**config.mk**
```make
export PLATFORM = sky130hd
export DESIGN_NAME = if_sequencer
export DESIGN_NICKNAME = d
export VERILOG_FILES = /design/src/rtl/if_pkg.sv /design/src/rtl/if_flush_cnt.sv /design/src/rtl/if_sequencer.sv
export SDC_FILE = /design/constraint.sdc
export NUM_CORES = 1
export LEC_CHECK = 0
export CORE_ASPECT_RATIO = 1.25
export CORE_MARGIN = 3
export CORE_UTILIZATION = 46
export CTS_CLUSTER_SIZE = 8
export DETAILED_ROUTE_END_ITERATION = 6
export GPL_TIMING_DRIVEN = 0
export PLACE_DENSITY = 0.81
export SYNTH_ARGS = -nofsm -noshare
export SYNTH_HDL_FRONTEND = slang
export SYNTH_HIERARCHICAL = 1
export SYNTH_SLANG_ARGS = --single-unit
```
**constraint.sdc**
```tcl
create_clock -name clk -period 2.75 [get_ports clk]
set_input_delay 0.4125 -clock clk [delete_from_list [all_inputs] [get_ports clk]]
set_output_delay 0.4125 -clock clk [all_outputs]
set_load 0.1 [all_outputs]
```
**src/rtl/if_pkg.sv**
```systemverilog
// Shared types and constants for the instruction-fetch sequencer.
package if_pkg;

  typedef enum logic [1:0] {BOOT, RUN, FLUSH, HALT} if_state_t;

  localparam logic [31:0] PC_INC          = 32'd4;
  localparam logic [31:0] WORD_ALIGN_MASK = 32'hFFFF_FFFC;

endpackage

```
**src/rtl/if_flush_cnt.sv**
```systemverilog
// Loadable down-counter that times the flush window after a fetch redirect.
module if_flush_cnt
  import if_pkg::*;
#(
  parameter int unsigned WIDTH = 3
) (
  input  logic             clk,
  input  logic             rst,
  input  logic             load_i,
  input  logic [WIDTH-1:0] load_val_i,
  input  logic             dec_i,
  output logic             zero_o
);

  logic [WIDTH-1:0] cnt_d;
  logic [WIDTH-1:0] cnt_q;

  always_comb begin
    cnt_d = cnt_q;
    if (load_i) begin
      cnt_d = load_val_i;
    end else if (dec_i && (cnt_q != '0)) begin
      cnt_d = cnt_q - WIDTH'(1);
    end
  end

  always_ff @(posedge clk) begin
    if (rst) begin
      cnt_q <= '0;
    end else begin
      cnt_q <= cnt_d;
    end
  end

  assign zero_o = (cnt_q == '0);

endmodule

```
**src/rtl/if_sequencer.sv**
```systemverilog
// Fetch sequencer: owns the PC and chooses advance, hold or redirect each cycle.
module if_sequencer #(
  parameter logic [31:0] RESET_PC     = 32'h0000_0000,
  parameter logic [31:0] EXC_VECTOR   = 32'h0000_0080,
  parameter int unsigned FLUSH_CYCLES = 2
) (
  input  logic        clk,
  input  logic        rst,
  input  logic        stall_i,
  input  logic        br_taken_i,
  input  logic [31:0] br_target_i,
  input  logic        except_i,
  input  logic [31:0] except_pc_i,
  input  logic        eret_i,
  output logic [31:0] pc_o,
  output logic        fetch_en_o,
  output logic        flush_o,
  output logic [31:0] epc_o,
  output logic        exc_active_o,
  output logic        halt_o
);

  import if_pkg::*;

  // The counter holds remaining flush cycles minus one, so its zero flag
  // marks the last flush cycle and the exit needs no extra compare.
  localparam logic [2:0] CNT_LOAD = 3'(FLUSH_CYCLES - 1);

  if_state_t   state_d, state_q;
  logic [31:0] pc_d, pc_q;
  logic [31:0] epc_d, epc_q;
  logic        exc_active_d, exc_active_q;
  logic        fetch_en_d, fetch_en_q;
  logic        flush_d, flush_q;
  logic        halt_d, halt_q;
  logic        cnt_load;
  logic        cnt_dec;
  logic        cnt_zero;

  if_flush_cnt #(
    .WIDTH (3)
  ) u_flush_cnt (
    .clk        (clk),
    .rst        (rst),
    .load_i     (cnt_load),
    .load_val_i (CNT_LOAD),
    .dec_i      (cnt_dec),
    .zero_o     (cnt_zero)
  );

  always_comb begin
    state_d      = state_q;
    pc_d         = pc_q;
    epc_d        = epc_q;
    exc_active_d = exc_active_q;
    cnt_load     = 1'b0;
    cnt_dec      = 1'b0;

    unique case (state_q)
      BOOT: state_d = RUN;
      RUN, FLUSH: begin
        if (except_i) begin
          if (exc_active_q) begin
            state_d = HALT;
          end else begin
            epc_d        = except_pc_i;
            exc_active_d = 1'b1;
            pc_d         = EXC_VECTOR;
            state_d      = FLUSH;
            cnt_load     = 1'b1;
          end
        end else if (state_q == FLUSH) begin
          pc_d    = pc_q + PC_INC;
          cnt_dec = 1'b1;
          if (cnt_zero) begin
            state_d = RUN;
          end
        end else if (eret_i) begin
          pc_d         = epc_q;
          exc_active_d = 1'b0;
          state_d      = FLUSH;
          cnt_load     = 1'b1;
        end else if (br_taken_i) begin
          pc_d     = br_target_i & WORD_ALIGN_MASK;
          state_d  = FLUSH;
          cnt_load = 1'b1;
        end else if (!stall_i) begin
          pc_d = pc_q + PC_INC;
        end
      end
      default: ;
    endcase

    fetch_en_d = (state_d == RUN);
    flush_d    = (state_d == FLUSH) || (state_d == HALT);
    halt_d     = (state_d == HALT);
  end

  always_ff @(posedge clk) begin
    if (rst) begin
      state_q      <= BOOT;
      pc_q         <= RESET_PC;
      epc_q        <= '0;
      exc_active_q <= 1'b0;
      fetch_en_q   <= 1'b0;
      flush_q      <= 1'b0;
      halt_q       <= 1'b0;
    end else begin
      state_q      <= state_d;
      pc_q         <= pc_d;
      epc_q        <= epc_d;
      exc_active_q <= exc_active_d;
      fetch_en_q   <= fetch_en_d;
      flush_q      <= flush_d;
      halt_q       <= halt_d;
    end
  end

  assign pc_o         = pc_q;
  assign epc_o        = epc_q;
  assign exc_active_o = exc_active_q;
  assign fetch_en_o   = fetch_en_q;
  assign flush_o      = flush_q;
  assign halt_o       = halt_q;

endmodule

```
==> flow_summary_export.csv, run 1 <==
group,metric,value,unit
min_path,min_to,"epc_o[28]",
place,port_buffers,133,
global_routing,antenna_found_initial,0,
timing,min_period_over_period,98.9,%
global_routing,grt_overflow,0,
setup_path,cp.depth,9,
timing,min_period,2.72,ns
power_and_ir_drop,powerDensity,960,nW/um2
yosys,ys_types,65,
cells_and_area,layout_common_cells,"clkdlybuf4s50_1, nand2_1, dfxtp_1",
yosys,avgSynthCellArea,7.53,um2
cts,htree_levels,3,
cells_and_area,area_growth,41.8,%
cts,numCtsBuffers,9,
cts,path_clk_slew,0.08,ns
outcome,status,"completed",
yosys,yosys_warnings,6,
cts,clock_latency,0.36,ns
routing,firstDrtPassIters,7,
min_path,min_from,"epc_o[28]",
routing,via_per_inst,6.20,
cells_and_area,layout.nets,761,
routing,routedWlPerCell,19.7,um
setup_path,path_buf_inv,4,
cells_and_area,drive_gt1_share,5.37,%
timing,skew,0.00705,ns
power_and_ir_drop,irDropWorstVdd,0.621,mV
cts,cts_root_buffer,"clkbuf_8",
timing,tightest_slew,1.02,ns
timing,setup_viol,0,
setup_path,worstPathCellList,"inv_1 -> ha_1 -> buf_4 -> clkinv_1 -> clkbuf_1 -> nor3_1 -> nand2b_4 -> or3_1 -> a31oi_1",
cells_and_area,fillers,764,
setup_path,crit_arrival,3.01,ns
routing,num_vias,4994,
setup_path,reg2reg_depth,9,
min_path,min_path_type,"reg2reg",
yosys,synthArstFlopShare,0,%
routing,wirelength,15.9,mm
timing,rsz0062_at_grt,"no",
global_routing,track_usage,30.5,%
floorplanning,die_area,10000,um2
place,place.gp.congestion,0.947,
yosys,synth_edf_count,0,
setup_path,worstPathMaxFanout,10,
floorplanning,die_w,90.1,um
floorplanning,num_io_pins,138,
power_and_ir_drop,p_leak,0.00203,uW
place,dp_hpwl,12.0,mm
timing,finalMaxSlewViolations,0,
yosys,synthesis.area,4060,um2
setup_path,setup.worst_path.start_class,"flop",
yosys,synth-seq-cells,73,
floorplanning,core_area,8430,um2
setup_path,crit_path_top_delay_cell,"nor3_1",
cells_and_area,num_antenna_cells,0,
job,max_cap_violations,0,
setup_path,reg2reg_from,"state_q[0]",
min_path,holdPathStages,2,
yosys,syn_inst,540,
cts,cts_buffer_depth,2,
timing,hold_viol,0,
yosys,ys_seq_area_share,36.0,%
floorplanning,row_count,37,
yosys,ys.flop_type,"dfxtp_1",
setup_path,critPathTopFamily,"buffers and inverters",
setup_path,r2r-end,"u_flush_cnt/cnt_q[1]",
cells_and_area,final_cell_area,5760,um2
setup_path,crit_type,"reg2reg",
cts,clock_sinks,73,
cells_and_area,final_common_cell,"clkdlybuf4s50_1",
floorplanning,dieHeight,111,um
setup_path,max_stage_delay,0.48,ns
timing,max_freq,0.368,GHz
setup_path,cp-end-kind,"flop",
yosys,synth_top_area_share,36.0,%
cells_and_area,final_util,68.4,%
routing,ant_nets,0,
floorplanning,initial_core_util,48.2,%
routing,drt_iter0_drc,474,
setup_path,worstPathRequired,3.04,ns
global_routing,grt_pass1_wl,24.7,mm
routing,drc_errors,0,
yosys,synth_area_leader_cell,"dfxtp_1",
global_routing,grt_max_degree,13,
timing,slew_headroom,31.9,%
cts,tritoncts,"yes",
global_routing,first_global_vias,4793,
place,place_area,5550,um2
yosys,yosys-top-cells-area,"dfxtp_1, nand2_1, a21oi_1, o21ai_0, a22oi_1",
setup_path,r2r_slack,0.03,ns
[worst reg2reg max path, cell delays in order (launching register included)]
cell and delay, ns:
dfxtp_1 0.34, inv_1 0.12, ha_1 0.17, buf_4 0.20
clkinv_1 0.28, clkbuf_1 0.42, nor3_1 0.48, nand2b_4 0.12
or3_1 0.34, a31oi_1 0.18
[flip-flops by register name, summed over array words and instances (netlist names)]
name	count
exc_active_o	1
halt_o	1
flush_o	1
fetch_en_o	1
epc_o	32
u_flush_cnt/cnt_q	3
pc_o	32
state_q	2
[report_power, final]
group	internal [uW]	switching [uW]	total, uW
registers	1260	221	1490
clock network	529	423	952
logic	810	2290	3100
total	2600	2930	5530
[kinds of logic (layout without fill, tap and decap cells)]
family,Yosys count,after routing,synth area share [%]
AND/OR/NAND/NOR,216,216,26.1
AO/OA/AOI/OAI,181,181,28.5
flip-flops,73,73,36.0
buffers and inverters,56,204,6.03
adder cells (fa/ha/maj),6,6,1.85
multiplexers,4,4,0.985
other,2,3,0.185
XOR/XNOR,2,2,0.431
[timing repair]
action,4_1_cts,5_1_grt
setup buffers,0,0
hold buffers,0,0
gates resized for setup,1,0
setup endpoints to repair,1,0
[routing by layer]
metal	share of wire [%]	wire, um	track usage, %	vias up
li1	-	-	-	2273
met1	38	5980	36.2	2376
met2	51	8130	54.3	298
met3	7.8	1240	4.75	47
met4	3.2	501	12.7	0
met5	0	0	0	-
[how the worst max path moves through the flow]
stage / startpoint / end / slack (ns)
final: state_q[0] / u_flush_cnt/cnt_q[1] / 0.03
after global routing: state_q[0] / u_flush_cnt/cnt_q[1] / 0.02
after CTS: state_q[0] / u_flush_cnt/cnt_q[1] / 0.16
after detailed placement: br_taken_i / u_flush_cnt/cnt_q[1] / -0.38
after global placement: br_taken_i / u_flush_cnt/cnt_q[1] / -0.29
after floorplan: pc_o[8] / pc_o[27] / 0.13
[final cells by class]
| class | instances | area [um2] | area share (%) |
|---|---|---|---|
| clock inverters | 5 | 80.1 | 1.39 |
| repair buffers | 133 | 1330 | 23.1 |
| plain buffers | 37 | 175 | 3.04 |
| inverters | 19 | 71.3 | 1.24 |
| flip-flops and latches | 73 | 1460 | 25.4 |
| clock buffers | 10 | 138 | 2.39 |
| multi-input cells | 412 | 2360 | 41.0 |
| well taps | 117 | 146 | 2.54 |
[synthesized netlist by cell type (6+ instances only)]
cell type	count
a21oi_1	64
a22o_1	7
a22oi_1	18
a31oi_1	13
clkbuf_1	28
dfxtp_1	73
ha_1	6
inv_1	17
nand2_1	99
nand3_1	19
nand4_1	16
nor2_1	26
nor3_1	6
nor4_1	10
o21ai_0	28
o22ai_1	10
[stage by stage]
step	hold slack (ns)	worst slack, ns	setup TNS, ns	instances	power (uW)
3_5_place_dp	0.461	-0.379	-0.778	791	4550
6_report	0.477	0.0304	0	806	5530
5_1_grt	0.501	0.0218	0	806	5740
2_1_floorplan	0.471	0.130	0	541	3680
3_3_place_gp	0.449	-0.290	-0.569	791	4480
4_1_cts	0.475	0.165	0	806	5490
(Power assumes the default switching activity.)
==> run 2: changes to the inputs <==
--- a/config.mk
+++ b/config.mk
@@ -12,6 +12,7 @@
 export DETAILED_ROUTE_END_ITERATION = 6
 export GPL_TIMING_DRIVEN = 0
 export PLACE_DENSITY = 0.81
+export SKIP_LAST_GASP = 1
 export SYNTH_ARGS = -nofsm -noshare
 export SYNTH_HDL_FRONTEND = slang
 export SYNTH_HIERARCHICAL = 1
==> results of run 2 <==
Same layout as run 1: the final DEF is identical, and so are final timing and power.
==> run 3: changes to the inputs <==
--- a/config.mk
+++ b/config.mk
@@ -7,13 +7,12 @@
 export LEC_CHECK = 0
 export CORE_ASPECT_RATIO = 1.25
 export CORE_MARGIN = 3
-export CORE_UTILIZATION = 46
+export CORE_UTILIZATION = 45
 export CTS_CLUSTER_SIZE = 8
 export DETAILED_ROUTE_END_ITERATION = 6
 export GPL_TIMING_DRIVEN = 0
-export PLACE_DENSITY = 0.81
+export PLACE_DENSITY = 0.8
 export SKIP_LAST_GASP = 1
 export SYNTH_ARGS = -nofsm -noshare
 export SYNTH_HDL_FRONTEND = slang
-export SYNTH_HIERARCHICAL = 1
 export SYNTH_SLANG_ARGS = --single-unit
==> run 3 against run 2 <==
Combinational power up 16%. Hold slack worse by 0.018 ns. Via count fell by 14%. Die area is 2.9% lower. Clock-buffer cell count rose by 1. Sequential share of layout area grew 1.3 points. Non-clock buffer count shrank 3. Synthesized area fell by 5.2%. Global-route usage decreased by 1.7 points. Clock power fell by 17%.
==> flow_summary_export.csv, run 3 <==
group,metric,value,unit
outcome,status,"completed",
global_routing,grt_use_met2,47.8,%
global_routing,use_met3,4.50,%
routing,drc_errors,0,
place,dp_hpwl,10.5,mm
timing,min_period_over_period,98.3,%
floorplanning,dieHeight,109,um
cts,clock_sinks,73,
global_routing,grt_pass1_wl,21.2,mm
routing,via_per_inst,5.89,
routing,wirelength,14.0,mm
global_routing,grt_max_degree,13,
setup_path,setup.worst_path.start_class,"flop",
yosys,synthesis.area,3850,um2
cells_and_area,final_common_cell,"clkdlybuf4s50_1",
yosys,yosys-top-cells-area,"dfxtp_1, nand2_1, a21oi_1, nor2_1, clkbuf_1",
routing,num_vias,4319,
timing,max_freq,0.370,GHz
cells_and_area,final_cell_area,5560,um2
timing,setup_viol,0,
setup_path,worstPathMaxFanout,9,
floorplanning,row_count,37,
cts,numCtsBuffers,9,
power_and_ir_drop,powerDensity,1070,nW/um2
routing,drt_iter0_drc,292,
setup_path,critPathTopFamily,"simple AND/OR/NAND/NOR gates",
yosys,yosysMostFrequentCell,"nand2_1",
global_routing,grt_overflow,0,
power_and_ir_drop,irDropWorstVdd,0.674,mV
cells_and_area,multiInputGateArea,2190,um2
cells_and_area,fillers,719,
job,max_cap_violations,0,
yosys,synth_area_leader_cell,"dfxtp_1",
setup_path,crit_type,"reg2reg",
timing,finalMaxSlewViolations,0,
setup_path,crit_path_top_delay_cell,"or4b_2",
floorplanning,initial_core_util,46.5,%
floorplanning,core_area,8290,um2
global_routing,first_global_vias,4122,
cts,cts_buffer_depth,2,
global_routing,met1_usage,35.9,%
setup_path,worstPathRequired,3.01,ns
yosys,avgSynthCellArea,7.94,um2
yosys,ys_seq_area_share,37.9,%
yosys,syn-num-nets,561,
setup_path,worstPathCellList,"inv_1 -> ha_1 -> or4b_2 -> o211ai_4 -> nand2b_1 -> clkbuf_1 -> a221oi_1",
setup_path,crit_arrival,2.96,ns
yosys,syn_inst,485,
yosys,synth_top_area_share,37.9,%
yosys,synthArstFlopShare,0,%
setup_path,cp-end-kind,"flop",
floorplanning,num_io_pins,138,
cells_and_area,num_antenna_cells,0,
global_routing,antenna_found_initial,0,
yosys,yosys_warnings,0,
setup_path,path_buf_inv,2,
global_routing,top_usage_layer,"met2",
place,dp.cells,716,
place,place.gp.congestion,0.916,
floorplanning,die_w,88.8,um
routing,firstDrtPassIters,5,
global_routing,track_usage,28.8,%
min_path,min_path_type,"reg2reg",
timing,skew,0.00806,ns
yosys,ys_types,65,
cts,clock_latency,0.37,ns
place,port_buffers,134,
setup_path,max_stage_delay,0.74,ns
cells_and_area,layout_common_cells,"clkdlybuf4s50_1, nand2_1, dfxtp_1",
cts,cts_hold_buf,0,
timing,slew_headroom,31.4,%
yosys,synth_top_cells_by_count,"nand2_1, dfxtp_1, a21oi_1",
yosys,synth_edf_count,0,
cells_and_area,area_growth,44.4,%
power_and_ir_drop,p_leak,0.00190,uW
timing,rsz0062_at_grt,"yes",
cells_and_area,ff_latch_area,1490,um2
routing,routedWlPerCell,19.0,um
yosys,synth-seq-cells,73,
floorplanning,die_area,9710,um2
yosys,ys.flop_type,"dfxtp_1",
timing,min_period,2.70,ns
cells_and_area,drive_gt1_share,9.28,%
cts,htree_levels,3,
cts,cts_root_buffer,"clkbuf_8",
cells_and_area,stdcell_count,733,
cells_and_area,layout.nets,707,
cts,path_clk_slew,0.08,ns
cts,tritoncts,"yes",
timing,hold_viol,0,
routing,ant_nets,0,
place,place_area,5340,um2
timing,tightest_slew,1.02,ns
-- run 3: changes by cell type in the layout (fill, tap and decap cells not counted), moves of 11 or more --
| cell | previous run | this run |
|---|---|---|
| nand4_1 | 16 | 3 |
| o21ai_0 | 28 | 15 |
| dfxtp_2 | 0 | 19 |
| dfxtp_1 | 73 | 54 |
| a21oi_1 | 64 | 48 |
| a31oi_1 | 13 | 2 |
-- run 3: cell families (layout without fill, tap and decap cells) --
family,count (synthesis),after routing,share of synthesized area [%]
AOI/OAI and AO/OA,148,148,26.4
and+or+nand+nor,198,198,24.4
buffers and inverters,46,197,6.07
xor gates and xnor gates,12,12,2.73
muxes,2,2,0.520
DFF,73,73,37.9
adders and majority gates,6,6,1.95
-- run 3: final timing paths --
kind | start | endpoint | slack, ns | depth (start not counted)
max | state_q[0] | u_flush_cnt.cnt_q[1] | 0.05 | 7
min | pc_o[1] | pc_o[1] | 0.46 | 2
max reg2reg | state_q[0] | u_flush_cnt.cnt_q[1] | 0.05 | 7
min reg2reg | pc_o[1] | pc_o[1] | 0.46 | 2
-- run 3: repair_timing --
item                       4_1_cts  5_1_grt
setup endpoints to repair       11       20
setup buffers                    0        2
pin swaps                        0        1
resized for setup                1        7
-- run 3: area by class of cell --
class                           count  share of cell area (%)
Timing Repair Buffer              136                    24.4
Sequential cell                    73                    26.7
Inverter                           14                   0.944
Clock buffer                       11                    2.72
Multi-Input combinational cell    366                    39.3
Buffer                             31                    3.22
Tap cell                           97                    2.18
Clock inverter                      5                   0.540
-- run 3: worst min-delay path, stage by stage, from the launching register on --
cell	delay, ns
dfxtp_1	0.32
nand2_1	0.05
a21oi_1	0.05
-- run 3: per-stage QoR --
stage	hold WS [ns]	total power, uW	setup TNS (ns)	setup WS [ns]	utilization (%)
floorplan	0.476	4120	0	0.0229	-
global placement	0.446	5020	-1.30	-0.144	64.4
detailed placement	0.451	5080	-1.83	-0.175	64.4
CTS	0.465	5880	0	0.00776	66.6
global route	0.485	6200	-0.236	-0.0888	67.1
finish	0.459	5950	0	0.0466	67.1
-- run 3: power breakdown --
group          internal, uW  switching, uW  leakage, uW
combinational           973           2620      0.00120
clock                   372            419    0.0000911
sequential             1310            267     0.000603
total                  2650           3300      0.00190
-- run 3: layer usage --
metal  wire length [um]  part of all wire [%]
met1               5520                    40
met2               6900                    49
met3               1050                   7.5
met4                484                   3.5
met5                  0                     0
==> variant 1 (flow settings as in run 3) <==
Re-encode `if_state_t` (4 states) as one-hot, 4 bits wide.
--- a/src/rtl/if_pkg.sv
+++ b/src/rtl/if_pkg.sv
@@ -2,5 +2,5 @@
 package if_pkg;
 
-  typedef enum logic [1:0] {BOOT, RUN, FLUSH, HALT} if_state_t;
+  typedef enum logic [3:0] {BOOT = 4'b0001, RUN = 4'b0010, FLUSH = 4'b0100, HALT = 4'b1000} if_state_t;
 
   localparam logic [31:0] PC_INC          = 32'd4;
Check against the original RTL: same outputs for any inputs over 4 cycles, from zero or initial values and one cycle with rst high; so few cycles prove little.
==> variant 1 against run 3 <==
Cell area rose by 4.5%. Register-to-register slack improved by 330 ps. First-iteration DRC count grew 53%. Routed wire length up 3.2%. Worst setup slack better by 210 ps. Sequential cell count up 2. Synthesized area increased by 7.1%.
Power is not compared: it rests on default switching activity, and its combinational part moved more than twofold at a synthesized area within 25%.
==> variant 1: results (changes against run 3) <==
- Broken down by cell family, the worst path's largest delay share belongs to buffers and inverters.
- Post-Place Worst Slack: 49.88 ps (+224.5 ps)
- The final RePlAce weighted congestion came to 0.9377 (+2.4%).
- The share of cells above drive strength 1 came to 7.467% (-1.8 points).
* DRC marker count from the first detailed-route iteration: 447 (+53%)
- Wire length of the first global-routing pass: 22.75 mm (+7.3%)
* Placement Cell Area: 5618 um2 (+5.2%)
* Grt met2 use: 46.86% (-0.92 points)
* Final clock skew: 9.004 ps (+0.9492 ps)
- The share of synthesized registers carrying an async set or reset is 0% (unchanged).
- Leakage power: 1.929 nW
- The number of unique standard cell types used by synthesis was 63 (-3.1%).
- Final core utilization: 66.07% (-1.1 points)
* Result of the run: finished, final reports clean
- The net count after synthesis is 606 (+8.0%).
* Post-DP HPWL: 11.11 mm (+5.8%)
- Routed vias: 4753 (+10%)
- The global-route usage over all layers is 27.49% (-1.3 points).
- The quantity of gates resized following cts came to 0 (-1).
* Commonest cells post-synth: 121 x sky130_fd_sc_hd__nand2_1, 75 x sky130_fd_sc_hd__dfxtp_1, 43 x sky130_fd_sc_hd__a21oi_1, 25 x sky130_fd_sc_hd__clkbuf_1
* Highest-delay cell along the critical path: sky130_fd_sc_hd__clkdlybuf4s50_1
- # nets final: 751 (+6.2%)
- The sequential share of the synthesized area came to 36.39% (-1.5 points).
- The peak per-stage delay on the critical path is 1200 ps (+460 ps).
- The routing usage on met1 was 33.89% (-2.0 points).
- The routed wire length was 14.40 mm (+3.2%).
- The met3 usage is 5.851% (+1.4 points).
-- variant 1: routing by layer --
| metal | routed length, um | vias to the layer above |
|---|---|---|
| met1 | 5682 | 2198 |
| li1 | - | 2249 |
| met2 | 7003 | 278 |
| met3 | 1367 | 28 |
| met5 | 0 | - |
| met4 | 345 | 0 |
-- variant 1: report_power, final --
part | switching (W) | internal (W)
Sequential | 0.0000663 | 0.00114
Combinational | 0.000635 | 0.000295
Clock | 0.000410 | 0.000439
-- variant 1: path summary, 6_finish.rpt --
kind / startpoint / end / slack [ps] / cells after the start
max: pc_o[16] / pc_o[16] / 250 / 1
min: pc_o[1] / pc_o[1] / 470 / 2
max reg2reg: pc_o[2] / pc_o[31] / 380 / 5
min reg2reg: pc_o[1] / pc_o[1] / 470 / 2
-- variant 1: final cells by class --
class                           instances  share of cell area, %
Sequential cell                        75                  25.83
Buffer                                 38                  2.906
Tap cell                              120                  2.583
Multi-Input combinational cell        410                  41.61
Timing Repair Buffer                  134                  23.08
Clock inverter                          5                 0.9042
Clock buffer                           11                  2.433
Inverter                               10                 0.6459
-- variant 1: kinds of logic after synthesis --
family                     Yosys count  synth area share [%]
and+or+nand+nor                    228                 26.47
AOI/OAI and AO/OA                  168                 28.78
DFF                                 75                 36.39
buffers and inverters               48                 5.003
xor gates and xnor gates             7                 1.486
muxes                                4                0.9703
adders and majority gates            3                0.9097
-- variant 1: worst reg2reg max path, delay by kind of cell, from the launching register on --
kind | cells | cell delay, ps
compound gates | 2 | 440
flops | 1 | 520
simple gates | 3 | 1300
-- variant 1: metrics by stage --
stage          total power [W]  instances
3_5_place_dp          0.002149        787
2_1_floorplan         0.001848        533
6_report              0.002984        803
4_1_cts               0.002982        803
3_3_place_gp          0.002137        787
5_1_grt               0.003080        803
==> variant 2 (flow settings as in run 3) <==
Made on the original files. `WIDTH` is set to 3 in 2 places; all go to 6.
--- a/src/rtl/if_flush_cnt.sv
+++ b/src/rtl/if_flush_cnt.sv
@@ -3,5 +3,5 @@
   import if_pkg::*;
 #(
-  parameter int unsigned WIDTH = 3
+  parameter int unsigned WIDTH = 6
 ) (
   input  logic             clk,
--- a/src/rtl/if_sequencer.sv
+++ b/src/rtl/if_sequencer.sv
@@ -39,5 +39,5 @@
 
   if_flush_cnt #(
-    .WIDTH (3)
+    .WIDTH (6)
   ) u_flush_cnt (
     .clk        (clk),
Check against the original RTL: same outputs for any inputs over 4 cycles, from zero or initial values and one cycle with rst high; that may be too few to reach the edited logic, so the function may still have changed.
==> variant 2 against run 3 <==
Sequential cell count grew 3. Routed wire length decreased by 1.7%. Cell area up 1.8%. Synthesized area rose by 3.3%. Largest power group unchanged. First-iteration DRC count grew 21%. Worst setup slack improved by 220 ps. Clock power up 13%. Power shrank 1.0%. Largest cell class unchanged. Critical endpoint is now pc_o[6]. Register-to-register slack gained 230 ps. Critical path depth shrank 6.
==> variant 2: results (changes against run 3) <==
- The worst setup timing slack at the placement stage was 0.4505 ps (+175.0 ps).
* Total of cells resized after clock tree synthesis: 0 (-1)
- The root buffer cell chosen for the clock tree is sky130_fd_sc_hd__clkbuf_8.
- Source-to-sink clock delay at the later pin of the worst-skew pair: 360 ps
* Routed vias/inst: 5.885 (-0.12%)
* Result of the run: finished, final reports clean
- The area share of fa/ha/maj cells after synthesis is 1.572% (-0.38 points).
* Async SR Flop Fraction: 0% (unchanged)
- The number of global-route vias before repair is 4469 (+8.4%).
- The number of buffers created by CTS is 9 (unchanged).
* Number of antenna violations at the first check in global routing: 0 (unchanged)
* Highest-delay cell along the critical path: sky130_fd_sc_hd__clkdlybuf4s50_1
- The share of cells above drive strength 1 is 5.638% (-3.6 points).
* IO buf count: 133 (-0.75%)
- The clock transition at the register clock pins on the worst setup and hold paths after CTS is 80 ps (about the same).
* Syn. warnings: 0 (unchanged)
- Commonest cells post-synth: 93 x sky130_fd_sc_hd__nand2_1, 76 x sky130_fd_sc_hd__dfxtp_1, 55 x sky130_fd_sc_hd__a21oi_1, 37 x sky130_fd_sc_hd__nor2_1
- The final RePlAce weighted congestion was 0.9115 (-0.47%).
- Number of detailed-route iterations in the first pass: 5 (unchanged)
- The antenna cell count came to 0 (unchanged).
* Pin count of the biggest net entering global routing: 15 (+2)
- Fill count: 765 (+6.4%)
- Post-synthesis sequential area ratio: 38.24% (+0.30 points)
- The number of violations reported at the end of detailed-routing iteration 0 is 354 (+21%).
- Post-DP HPWL: 10.43 mm (-0.73%)
* Biggest area contributors in the synthesized netlist: sky130_fd_sc_hd__dfxtp_1 38%, sky130_fd_sc_hd__nand2_1 8.8%, sky130_fd_sc_hd__a21oi_1 6.9%
* Leakage power: 1.881 nW (-0.89%)
- Crit path arrival time: 2070 ps (-890 ps)
- The setup clock skew after layout was 9.949 ps (+1.894 ps).
- # nets final: 744 (+5.2%)
* Flip-flop cell with the highest count after synthesis: sky130_fd_sc_hd__dfxtp_1
- Area fraction in compound gates after synthesis: 27.23% (+0.86 points)
- The measured slew at the worst slew-check pin was 1001 ps (-18.58 ps).
- Biggest fanout along the worst timing path: 9 (unchanged)
- Placement Cell Area: 5456 um2 (+2.2%)
- Wire length of the first global-routing pass: 22.00 mm (+3.8%)
* Distinct cell type count of the synthesized netlist: 57 (-12%)
* Final routed wire length divided by cell count: 17.35 um (-8.9%)
* Postcts setup bufs: 0 (unchanged)
- Cell family with the largest share of critical-path delay: buffers and inverters
- Post-synthesis xor/xnor area fraction: 1.541% (-1.2 points)
- Total routing resource utilization after global routing: 26.61% (-2.2 points)
* Maximum buffer depth of the clock tree: 2 (unchanged)
* Max H-tree Level: 3 (unchanged)
* Worst stage delay on the critical path: 1200 ps (+460 ps)
- The worst supply voltage drop on vdd is 700.5 uV (+3.9%).
- The net count after synthesis came to 600 (+7.0%).
* Multiplexer share of the synthesized area: 0.2830% (-0.24 points)
- Classification of the worst-slack hold path: input port to register
[variant 2: through the flow]
| step | cells | utilization [%] | hold WS, ps |
|---|---|---|---|
| after floorplan | 525 | - | 480.1 |
| after global placement | 775 | 64.76 | 450.2 |
| after detailed placement | 775 | 64.76 | 464.2 |
| after CTS | 791 | 67.24 | 469.0 |
| after global routing | 791 | 67.24 | 496.9 |
| final | 791 | 67.24 | 461.7 |
[variant 2: logic make-up after synthesis]
kind of cell             Yosys count
flip-flops                        76
adder cells (fa/ha/maj)            5
AO/OA/AOI/OAI                    165
AND/OR/NAND/NOR                  212
multiplexers                       1
XOR/XNOR                           7
buffers and inverters             59
[variant 2: final timing paths]
check | to | slack (ps) | startpoint | cells past startpoint
worst min-delay path | exc_active_o | 460 | except_i | 3
worst max-delay path | pc_o[6] | 260 | pc_o[6] | 1
worst max register to register | pc_o[30] | 280 | state_q[0] | 7
worst min register to register | pc_o[1] | 470 | pc_o[1] | 2
[variant 2: cell type report]
type | count | area, um2 | area share, %
Multi-Input combinational cell | 390 | 2222 | 39.22
Sequential cell | 76 | 1521 | 26.86
Timing Repair Buffer | 133 | 1331 | 23.50
Buffer | 36 | 148.9 | 2.628
Tap cell | 117 | 146.4 | 2.584
Clock buffer | 10 | 137.6 | 2.429
Inverter | 23 | 86.33 | 1.524
Clock inverter | 6 | 71.32 | 1.259
[variant 2: power by group]
part / internal, W / switching [W] / total (W) / leakage (nW)
sequential: 0.00133 / 0.000247 / 0.00158 / 0.618
combinational: 0.000875 / 0.00254 / 0.00342 / 1.16
clock: 0.000450 / 0.000446 / 0.000896 / 0.0991
total: 0.00266 / 0.00324 / 0.00589 / 1.88
[variant 2: layer usage]
metal	vias up	GRT usage, %	wire length, um
met1	2186	32.11	5486
met4	0	7.252	293
met5	-	0	0
met2	236	47.11	6777
met3	33	6.178	1164
li1	2200	-	-
